`src/rtl/i2c_mem_ctrl.sv`:
```
// I2C slave exposing an internal byte memory: device-address match, big-endian
// memory address bytes, sequential writes and reads with an auto-incrementing pointer.
module i2c_mem_ctrl #(
    parameter logic [6:0] DEV_ADDR   = 7'h50,
    parameter int         ADDR_BYTES = 1,
    parameter int         DEPTH      = 256,
    localparam int        AW         = $clog2(DEPTH)
) (
    input  logic          clk,
    input  logic          rst,
    input  logic          scl_in,
    input  logic          sda_in,
    output logic          sda_oe,
    output logic          busy,
    output logic          wr_pulse,
    output logic [AW-1:0] ptr
);

    typedef enum logic [3:0] {
        IDLE      = 4'd0,
        DEV       = 4'd1,
        DEV_ACK   = 4'd2,
        MADDR     = 4'd3,
        MADDR_ACK = 4'd4,
        WDATA     = 4'd5,
        WDATA_ACK = 4'd6,
        RDATA     = 4'd7,
        RD_ACK    = 4'd8,
        WAIT_STOP = 4'd9
    } state_t;

    // Pin synchronisers: _p0/_p1 form the two-flop synchroniser, _p2 is the history flop
    logic scl_p0, scl_p1, scl_p2;
    logic sda_p0, sda_p1, sda_p2;

    logic scl_rise, scl_fall, start_det, stop_det;

    state_t        state, state_nx;
    logic [2:0]    bit_cnt, bit_nx;
    logic [1:0]    addr_cnt, acnt_nx;
    logic          rw_flag, rw_nx;
    logic          oe_nx, wr_nx;
    logic [AW-1:0] ptr_nx;
    logic [7:0]    shreg, sh_nx;
    logic [7:0]    addr_hi, hi_nx;
    logic [7:0]    byte_in, rd_byte;
    logic          mem_we;

    logic [7:0]    mem [DEPTH];

    // Two-flop synchronisers plus history flop; idle bus level is high
    always_ff @(posedge clk) begin
        if (!rst) begin
            scl_p0 <= 1'b1;
            scl_p1 <= 1'b1;
            scl_p2 <= 1'b1;
            sda_p0 <= 1'b1;
            sda_p1 <= 1'b1;
            sda_p2 <= 1'b1;
        end else begin
            scl_p0 <= scl_in;
            scl_p1 <= scl_p0;
            scl_p2 <= scl_p1;
            sda_p0 <= sda_in;
            sda_p1 <= sda_p0;
            sda_p2 <= sda_p1;
        end
    end

    assign scl_rise  =  scl_p1 & ~scl_p2;
    assign scl_fall  = ~scl_p1 &  scl_p2;
    assign start_det = ~sda_p1 &  sda_p2 & scl_p1;
    assign stop_det  =  sda_p1 & ~sda_p2 & scl_p1;

    assign byte_in = {shreg[6:0], sda_p1};
    assign rd_byte = mem[ptr];
    assign busy    = (state != IDLE);

    // Next-state and output decode; START/STOP take priority over SCL edges
    always_comb begin
        state_nx = state;
        bit_nx   = bit_cnt;
        acnt_nx  = addr_cnt;
        rw_nx    = rw_flag;
        oe_nx    = sda_oe;
        wr_nx    = 1'b0;
        ptr_nx   = ptr;
        sh_nx    = shreg;
        hi_nx    = addr_hi;
        mem_we   = 1'b0;

        if (stop_det) begin
            state_nx = IDLE;
            oe_nx    = 1'b0;
            bit_nx   = 3'd0;
        end else if (start_det) begin
            state_nx = DEV;
            oe_nx    = 1'b0;
            bit_nx   = 3'd0;
        end else begin
            case (state)
                IDLE: begin
                    oe_nx = 1'b0;
                end

                DEV: begin
                    if (scl_rise) begin
                        sh_nx  = byte_in;
                        bit_nx = bit_cnt + 3'd1;
                        if (bit_cnt == 3'd7) begin
                            bit_nx = 3'd0;
                            if (byte_in[7:1] == DEV_ADDR) begin
                                state_nx = DEV_ACK;
                                rw_nx    = byte_in[0];
                                acnt_nx  = 2'd0;
                            end else begin
                                state_nx = WAIT_STOP;
                            end
                        end
                    end
                end

                MADDR: begin
                    if (scl_rise) begin
                        sh_nx  = byte_in;
                        bit_nx = bit_cnt + 3'd1;
                        if (bit_cnt == 3'd7) begin
                            bit_nx   = 3'd0;
                            hi_nx    = byte_in;
                            acnt_nx  = addr_cnt + 2'd1;
                            state_nx = MADDR_ACK;
                            if (addr_cnt == 2'(ADDR_BYTES - 1))
                                ptr_nx = AW'({(ADDR_BYTES == 2) ? addr_hi : 8'h00, byte_in});
                        end
                    end
                end

                WDATA: begin
                    if (scl_rise) begin
                        sh_nx  = byte_in;
                        bit_nx = bit_cnt + 3'd1;
                        if (bit_cnt == 3'd7) begin
                            bit_nx   = 3'd0;
                            mem_we   = 1'b1;
                            wr_nx    = 1'b1;
                            ptr_nx   = ptr + 1'b1;
                            state_nx = WDATA_ACK;
                        end
                    end
                end

                // ACK slot: bit_cnt marks whether the master has clocked the ACK bit yet
                DEV_ACK, MADDR_ACK, WDATA_ACK: begin
                    if (scl_rise) begin
                        bit_nx = 3'd1;
                    end else if (scl_fall && bit_cnt == 3'd0) begin
                        oe_nx = 1'b1;
                    end else if (scl_fall) begin
                        oe_nx  = 1'b0;
                        bit_nx = 3'd0;
                        if (state == DEV_ACK && rw_flag) begin
                            state_nx = RDATA;
                            sh_nx    = rd_byte;
                            oe_nx    = ~rd_byte[7];
                        end else if (state == DEV_ACK) begin
                            state_nx = MADDR;
                        end else if (state == MADDR_ACK && addr_cnt != 2'(ADDR_BYTES)) begin
                            state_nx = MADDR;
                        end else begin
                            state_nx = WDATA;
                        end
                    end
                end

                RDATA: begin
                    if (scl_rise) begin
                        bit_nx = bit_cnt + 3'd1;
                        if (bit_cnt == 3'd7) begin
                            bit_nx   = 3'd0;
                            state_nx = RD_ACK;
                        end
                    end else if (scl_fall) begin
                        sh_nx = {shreg[6:0], 1'b0};
                        oe_nx = ~shreg[6];
                    end
                end

                // Master ACK slot after a read byte: release, sample, then reload on ACK
                RD_ACK: begin
                    if (scl_rise) begin
                        if (sda_p1) begin
                            state_nx = WAIT_STOP;
                        end else begin
                            ptr_nx = ptr + 1'b1;
                            bit_nx = 3'd1;
                        end
                    end else if (scl_fall && bit_cnt == 3'd0) begin
                        oe_nx = 1'b0;
                    end else if (scl_fall) begin
                        state_nx = RDATA;
                        bit_nx   = 3'd0;
                        sh_nx    = rd_byte;
                        oe_nx    = ~rd_byte[7];
                    end
                end

                WAIT_STOP: begin
                    oe_nx = 1'b0;
                end

                default: begin
                    state_nx = IDLE;
                    oe_nx    = 1'b0;
                end
            endcase
        end
    end

    // Control registers are reset; shift and address-byte holding registers are not
    always_ff @(posedge clk) begin
        shreg   <= sh_nx;
        addr_hi <= hi_nx;
        if (!rst) begin
            state    <= IDLE;
            bit_cnt  <= 3'd0;
            addr_cnt <= 2'd0;
            rw_flag  <= 1'b0;
            sda_oe   <= 1'b0;
            wr_pulse <= 1'b0;
            ptr      <= '0;
        end else begin
            state    <= state_nx;
            bit_cnt  <= bit_nx;
            addr_cnt <= acnt_nx;
            rw_flag  <= rw_nx;
            sda_oe   <= oe_nx;
            wr_pulse <= wr_nx;
            ptr      <= ptr_nx;
        end
    end

    // Byte memory write port; contents survive reset
    always_ff @(posedge clk) begin
        if (rst && mem_we)
            mem[ptr] <= byte_in;
    end

endmodule
```
`config.mk`:
```
export PLATFORM = sky130hd
export DESIGN_NAME = i2c_mem_ctrl
export DESIGN_NICKNAME = d
export VERILOG_FILES = /design/src/rtl/i2c_mem_ctrl.sv
export SDC_FILE = /design/constraint.sdc
export NUM_CORES = 2
export LEC_CHECK = 0
export ABC_CLOCK_PERIOD_IN_PS = 13000
export CORE_MARGIN = 5
export CORE_UTILIZATION = 45
export CTS_CLUSTER_SIZE = 30
export DETAILED_ROUTE_END_ITERATION = 12
export GPL_ROUTABILITY_DRIVEN = 0
export PLACE_DENSITY = 0.57
export SLEW_MARGIN = 0
export SYNTH_ARGS = -nofsm -noshare
export SYNTH_HDL_FRONTEND = slang
export SYNTH_SLANG_ARGS = --single-unit
```
`constraint.sdc`:
```
create_clock -name clk -period 13 [get_ports clk]
set_input_delay 3.25 -clock clk [delete_from_list [all_inputs] [get_ports clk]]
set_output_delay 3.25 -clock clk [all_outputs]
set_load 0.03 [all_outputs]
```
-- After elaboration in Yosys (flattened, before gate mapping)
Memory sizes are Yosys's and may differ from the RTL's. A register that Yosys moved wholly into a read port is not among the register bits.
Cells that the tools add are included.
- register bits: 33
- latch bits: 0
- memory bits (writable): 2048
- ROM bits: 0
- input port bits: 4
- output and inout bits: 11
- word-level logic and storage cells: 191
- memories: 1
- add/sub/neg operators: 3
- multiply operators: 0
- div/mod/pow operators: 0
- $lt $le $gt $ge: 0
- equality and inequality tests: 56
- shifts and indexed selects: 0
- multiplexer cells: 73
- bitwise logic cells: 17
- reduce and logical (&&, ||, !) cells: 26
- memories (name ; words ; width ; read ports ; clocked after Yosys merged registers in ; write ports ; RTL line ; text):
    mem ; 256 ; 8 ; 1 ; 1 ; 1 ; 49 ; logic [7:0] mem [DEPTH];
- operator list (operator ; count):
    $mux 8 ; 9
    $mux 7 ; 10
    $mux 4 ; 16
    $ne 3x3->1 const B ; 17
    $ne 2x2->1 const B ; 21
    $mux 3 ; 10
    $reduce_and 15->1 ; 2
    $pmux 4 s7 ; 1
    $pmux 7 s4 ; 1
    $pmux 8 s3 ; 1
    $mux 1 ; 17
    $eq 4x3->1 const B ; 4
    $reduce_and 13->1 ; 1
    $ne 4x4->1 const B ; 3
    $not 1->1 ; 11
    $mux 2 ; 5
    $reduce_and 10->1 ; 1
    $pmux 3 s3 ; 1
    $reduce_or 3->1 ; 3
    $add 8x1->8 const B ; 1
    $eq 4x2->1 const B ; 2
    $eq 4x4->1 const B ; 2
    $ne 2x1->1 const B ; 4
    $reduce_and 8->1 ; 1
    20 further kinds ; 31

-- Longest topological paths before layout
- depth in word-level cells: 10
- depth in mapped cells: 12
- depth with buffers taken out: 9

-- Worst setup path before layout
No wires, ideal clock.
- kind: reg2reg
- start: reg sda_p1
- end: mem mem[60][0], enable pin
- setup time: 0.370 ns
- data arrival time: 5.576 ns
- data required time: 12.630 ns
- path slack: 7.054 ns
- stages on the path, launching flop included: 10
- buffers on the path: 2
- clock period less this slack: 5.946 ns
- cells stage by stage: dfxtp_1 clkbuf_1 xor2_1 nand2_1 nand2_1 nor3_1 nor3b_1 nand2_1 clkbuf_1 nor2_1
- cells in the longest elaborated chain, start to end: 8
- elaborated cells on any way between the ends: 10
- those cells by class: mux: 4; bitwise: 5; reduce/logical: 1
- RTL lines (element ; RTL line ; text):
    start: declaration ; 34 ; logic sda_p0, sda_p1, sda_p2;
    start signal: assignment ; 65 ; sda_p1 <= sda_p0;
    $not 1->1 ; 72 ; assign start_det = ~sda_p1 & sda_p2 & scl_p1;
    $and 1x1->1 (2 in series) ; 72 ;
    $mux 1 ; - ;
    $mux 1 (*) ; - ;
    $logic_and 1x1->1 (*) ; 244 ; if (rst && mem_we)
    $mux 1 (*) ; 244 ;
    $mux 1 (not written as such) (*) ; 245 ; mem[ptr] <= byte_in;
    end: declaration ; 49 ;
Mark *: on every way between the ends. The rest lies on a longest branch, timed or not.

-- Worst setup path in the final report
- start: in rst
- end: mem mem[24][1], enable pin
- cells in the longest elaborated chain, start to end: 3
- RTL lines (element ; RTL line ; text):
    start: declaration ; 10 ; input logic rst,
    $logic_and 1x1->1 ; 244 ;
    $mux 1 ; 244 ;
    $mux 1 (not written as such) ; 245 ;
No other way between the ends.

==> flow_results.xml <==
<?xml version="1.0" encoding="UTF-8"?>
<metrics>
  <group name="clocking">
    <metric name="h-tree-depth" unit="">4</metric>
    <metric name="cts_inserted_buffers" unit="">208</metric>
    <metric name="cts_buffer_depth" unit="">3</metric>
    <metric name="cts-root-buf" unit="">clkbuf_16</metric>
    <metric name="hold_buffers" unit="">0</metric>
    <metric name="cts_post_setup_buffers_inserted" unit="">0</metric>
    <metric name="cts.reportedPaths.clkPinSlew" unit="ns">0.06</metric>
    <metric name="number_of_clock_sinks" unit="">2089</metric>
    <metric name="cts_tree" unit="">yes</metric>
    <metric name="insertion_delay" unit="ns">0.85</metric>
    <metric name="post_cts_resized" unit="">0</metric>
  </group>
  <group name="synthesis">
    <metric name="syn_area_per_cell" unit="sq um">22.1</metric>
    <metric name="synth_area" unit="sq um">81300</metric>
    <metric name="ys.warnings.count" unit="">0</metric>
    <metric name="top_cell_type_s_share_of_synthesized_area" unit="">0.759</metric>
    <metric name="synthesis.nets" unit="">3694</metric>
    <metric name="ys_async_sr_fraction" unit="">0</metric>
    <metric name="ys_top_cells_by_area" unit="">edfxtp_1 (76%), mux4_2 (17%), nor2_1 (1.4%), dfxtp_1 (0.84%), clkbuf_1 (0.44%)</metric>
    <metric name="yosys.cell_types.count" unit="">66</metric>
    <metric name="postSynthRegisterBits" unit="">2089</metric>
    <metric name="synth_cells" unit="">3679</metric>
    <metric name="synth.largest_area_cell" unit="">edfxtp_1</metric>
    <metric name="number_of_enable_type_register_cells_in_the_synthesized_netlist" unit="">2055</metric>
    <metric name="synthMostInstantiatedCell" unit="">edfxtp_1</metric>
    <metric name="synth-main-ff-cell" unit="">edfxtp_1</metric>
    <metric name="ys_seq_area_frac" unit="">0.768</metric>
    <metric name="post_synth_most_frequent_cells" unit="">edfxtp_1 (2055), mux4_2 (611), nor2_1 (297)</metric>
  </group>
  <group name="timing">
    <metric name="setup-violations-final" unit="">0</metric>
    <metric name="max_freq" unit="GHz">0.148</metric>
    <metric name="finalCriticalPeriod" unit="ns">6.77</metric>
    <metric name="finalHoldViolCount" unit="">0</metric>
    <metric name="maxSlewHeadroom" unit="">0.195</metric>
    <metric name="rsz0062_at_grt" unit="">false</metric>
    <metric name="whs" unit="ns">0.442</metric>
    <metric name="min_period_over_period" unit="">0.521</metric>
    <metric name="slew_worst_pin" unit="ns">1.20</metric>
    <metric name="timing.clock.skew" unit="ns">0.0426</metric>
    <metric name="finalSetupTns" unit="ns">0</metric>
    <metric name="setup_ws" unit="ns">6.23</metric>
    <metric name="finalMaxSlewViolations" unit="">0</metric>
  </group>
  <group name="routing">
    <metric name="route.antenna.remaining_nets" unit="">0</metric>
    <metric name="drc" unit="">0</metric>
    <metric name="drt_pre_antenna_iters" unit="">5</metric>
    <metric name="total_via_count_after_detailed_routing" unit="">38700</metric>
    <metric name="wl" unit="um">212000</metric>
    <metric name="vias_per_cell" unit="">6.13</metric>
    <metric name="wire_length_per_cell" unit="um">33.5</metric>
    <metric name="drt-initial-drc-count" unit="">5264</metric>
  </group>
  <group name="global_route">
    <metric name="antenna_violations_before_repair" unit="">3</metric>
    <metric name="globalRoute.totalOverflow" unit="">0</metric>
    <metric name="grt_first_pass_wirelength" unit="um">300000</metric>
    <metric name="grt_pass1_vias" unit="">38600</metric>
    <metric name="pin_count_of_the_biggest_net_entering_global_routing" unit="">189</metric>
    <metric name="groute.usage.overall" unit="">0.222</metric>
  </group>
  <group name="job">
    <metric name="timing.max_cap.violations" unit="">0</metric>
  </group>
  <group name="floorplan">
    <metric name="placement_rows" unit="">156</metric>
    <metric name="fp.dieH" unit="um">435</metric>
    <metric name="design.portCount" unit="">15</metric>
    <metric name="die_width" unit="um">435</metric>
    <metric name="coreArea" unit="sq um">180000</metric>
    <metric name="design.die.area" unit="sq um">189000</metric>
    <metric name="initial_utilization" unit="">0.451</metric>
  </group>
  <group name="power">
    <metric name="power_leakage" unit="nW">26.8</metric>
    <metric name="vdd_drop_max" unit="mV">0.134</metric>
    <metric name="design_power" unit="mW">13.5</metric>
    <metric name="pwr_density_cell" unit="nW/um^2">148</metric>
  </group>
  <group name="layout">
    <metric name="multiInputGateArea" unit="sq um">17900</metric>
    <metric name="p_r_area_growth_vs_syn" unit="%">12.3</metric>
    <metric name="seq_area" unit="sq um">62400</metric>
    <metric name="antenna_cells_inserted" unit="">0</metric>
    <metric name="final.fill_count" unit="">14100</metric>
    <metric name="num-nets-final" unit="">3777</metric>
    <metric name="ratio_of_cells_with_drive_above_1_in_the_final_layout" unit="">0.266</metric>
  </group>
  <group name="setup_path">
    <metric name="crit_start" unit="">rst</metric>
    <metric name="path_class" unit="">primary input to register</metric>
    <metric name="critPathArrivalTime" unit="ns">7.22</metric>
    <metric name="worst-path-max-fanout" unit="">19</metric>
    <metric name="endpoint_class_of_the_critical_path" unit="">register</metric>
    <metric name="worst_ep_required_time" unit="ns">13.46</metric>
    <metric name="setup.worst_path.start_class" unit="">primary input</metric>
  </group>
  <group name="status">
    <metric name="status" unit="">complete, no violations</metric>
  </group>
  <group name="placement">
    <metric name="io_buffer_count" unit="">14</metric>
    <metric name="detailedPlacementHpwl" unit="um">126000</metric>
    <metric name="dp_worst_setup_slack" unit="ns">5.37</metric>
  </group>
  <group name="min_path">
    <metric name="hold_path_class" unit="">register to register</metric>
    <metric name="timing.hold.worst.start" unit="">sda_p0</metric>
  </group>
</metrics>
## kinds of logic (layout without fill, tap and decap cells)
logic type	Yosys count	after routing	share of synthesized area
AOI/OAI and AO/OA	176	176	0.0152
xor gates and xnor gates	1	1	0.000108
adders and majority gates	11	11	0.00169
buffers and inverters	229	494	0.0127
DFF	2089	2089	0.768
muxes	652	652	0.174
and+or+nand+nor	521	521	0.0279
## sequential cells by signal (all words and copies together) (netlist names), named ones only
name / flops
scl_p2: 1
scl_p1: 1
scl_p0: 1
ptr: 8
state: 4
bit_cnt: 3
shreg: 7
sda_oe: 1
sda_p0: 1
wr_pulse: 1
addr_cnt: 2
rw_flag: 1
sda_p2: 1
sda_p1: 1
mem: 2048
## report_power, final
group,switching (mW),internal (mW)
registers,0.00223,7.29
logic,0.0237,0.00538
clock network,2.61,3.60
total,2.64,10.9
## path summary, 6_finish.rpt
check	cells after the start	slack, ns	endpoint
max	7	6.23	mem[24][1]
min	1	0.44	sda_p1
max reg2reg	7	7.90	shreg[5]
min reg2reg	1	0.44	sda_p1
## stage by stage
stage | util | area (sq um) | instances
after detailed placement | 0.467 | 84100 | 5922
final | 0.507 | 91300 | 6314
after CTS | 0.507 | 91300 | 6314
after floorplan | - | 81300 | 3679
after global routing | 0.507 | 91300 | 6314
after global placement | 0.467 | 84100 | 5922
## final cells by class
| type | count | share of cell area |
|---|---|---|
| Sequential cell | 2089 | 0.684 |
| Multi-Input combinational cell | 1361 | 0.196 |
| Clock buffer | 241 | 0.0592 |
| Tap cell | 2370 | 0.0325 |
| Clock inverter | 151 | 0.0192 |
| Timing Repair Buffer | 85 | 0.00888 |
| Inverter | 17 | 0.000699 |
## per-layer routing
metal	global-route usage	wire length [um]
met5	0	0
met4	0.0641	6090
met3	0.0407	16300
met2	0.337	98200
met1	0.332	91000
## critical path, cell delays in order
cell	delay [ns]
clkdlybuf4s50_1	0.46
buf_4	0.26
nand2_1	0.27
nor3_1	0.58
nor3b_1	0.82
nand2_1	0.79
nor2_1	0.76
## cell usage in the layout (no fill, tap or decap), drive strengths merged, types with 21 or more instances in the layout
master,synthesis,routed
inv,17,25
mux4,611,611
nor3,21,21
clkbuf,96,241
nand2,82,82
nor2,297,297
clkinvlp,0,22
nand3,36,36
mux2i,35,35
a22oi,23,23
o21ai,23,23
clkinv,0,91
edfxtp,2055,2055
bufinv,0,30
dfxtp,34,34
buf,116,71
a21oi,34,34
(Power assumes the default switching activity.)
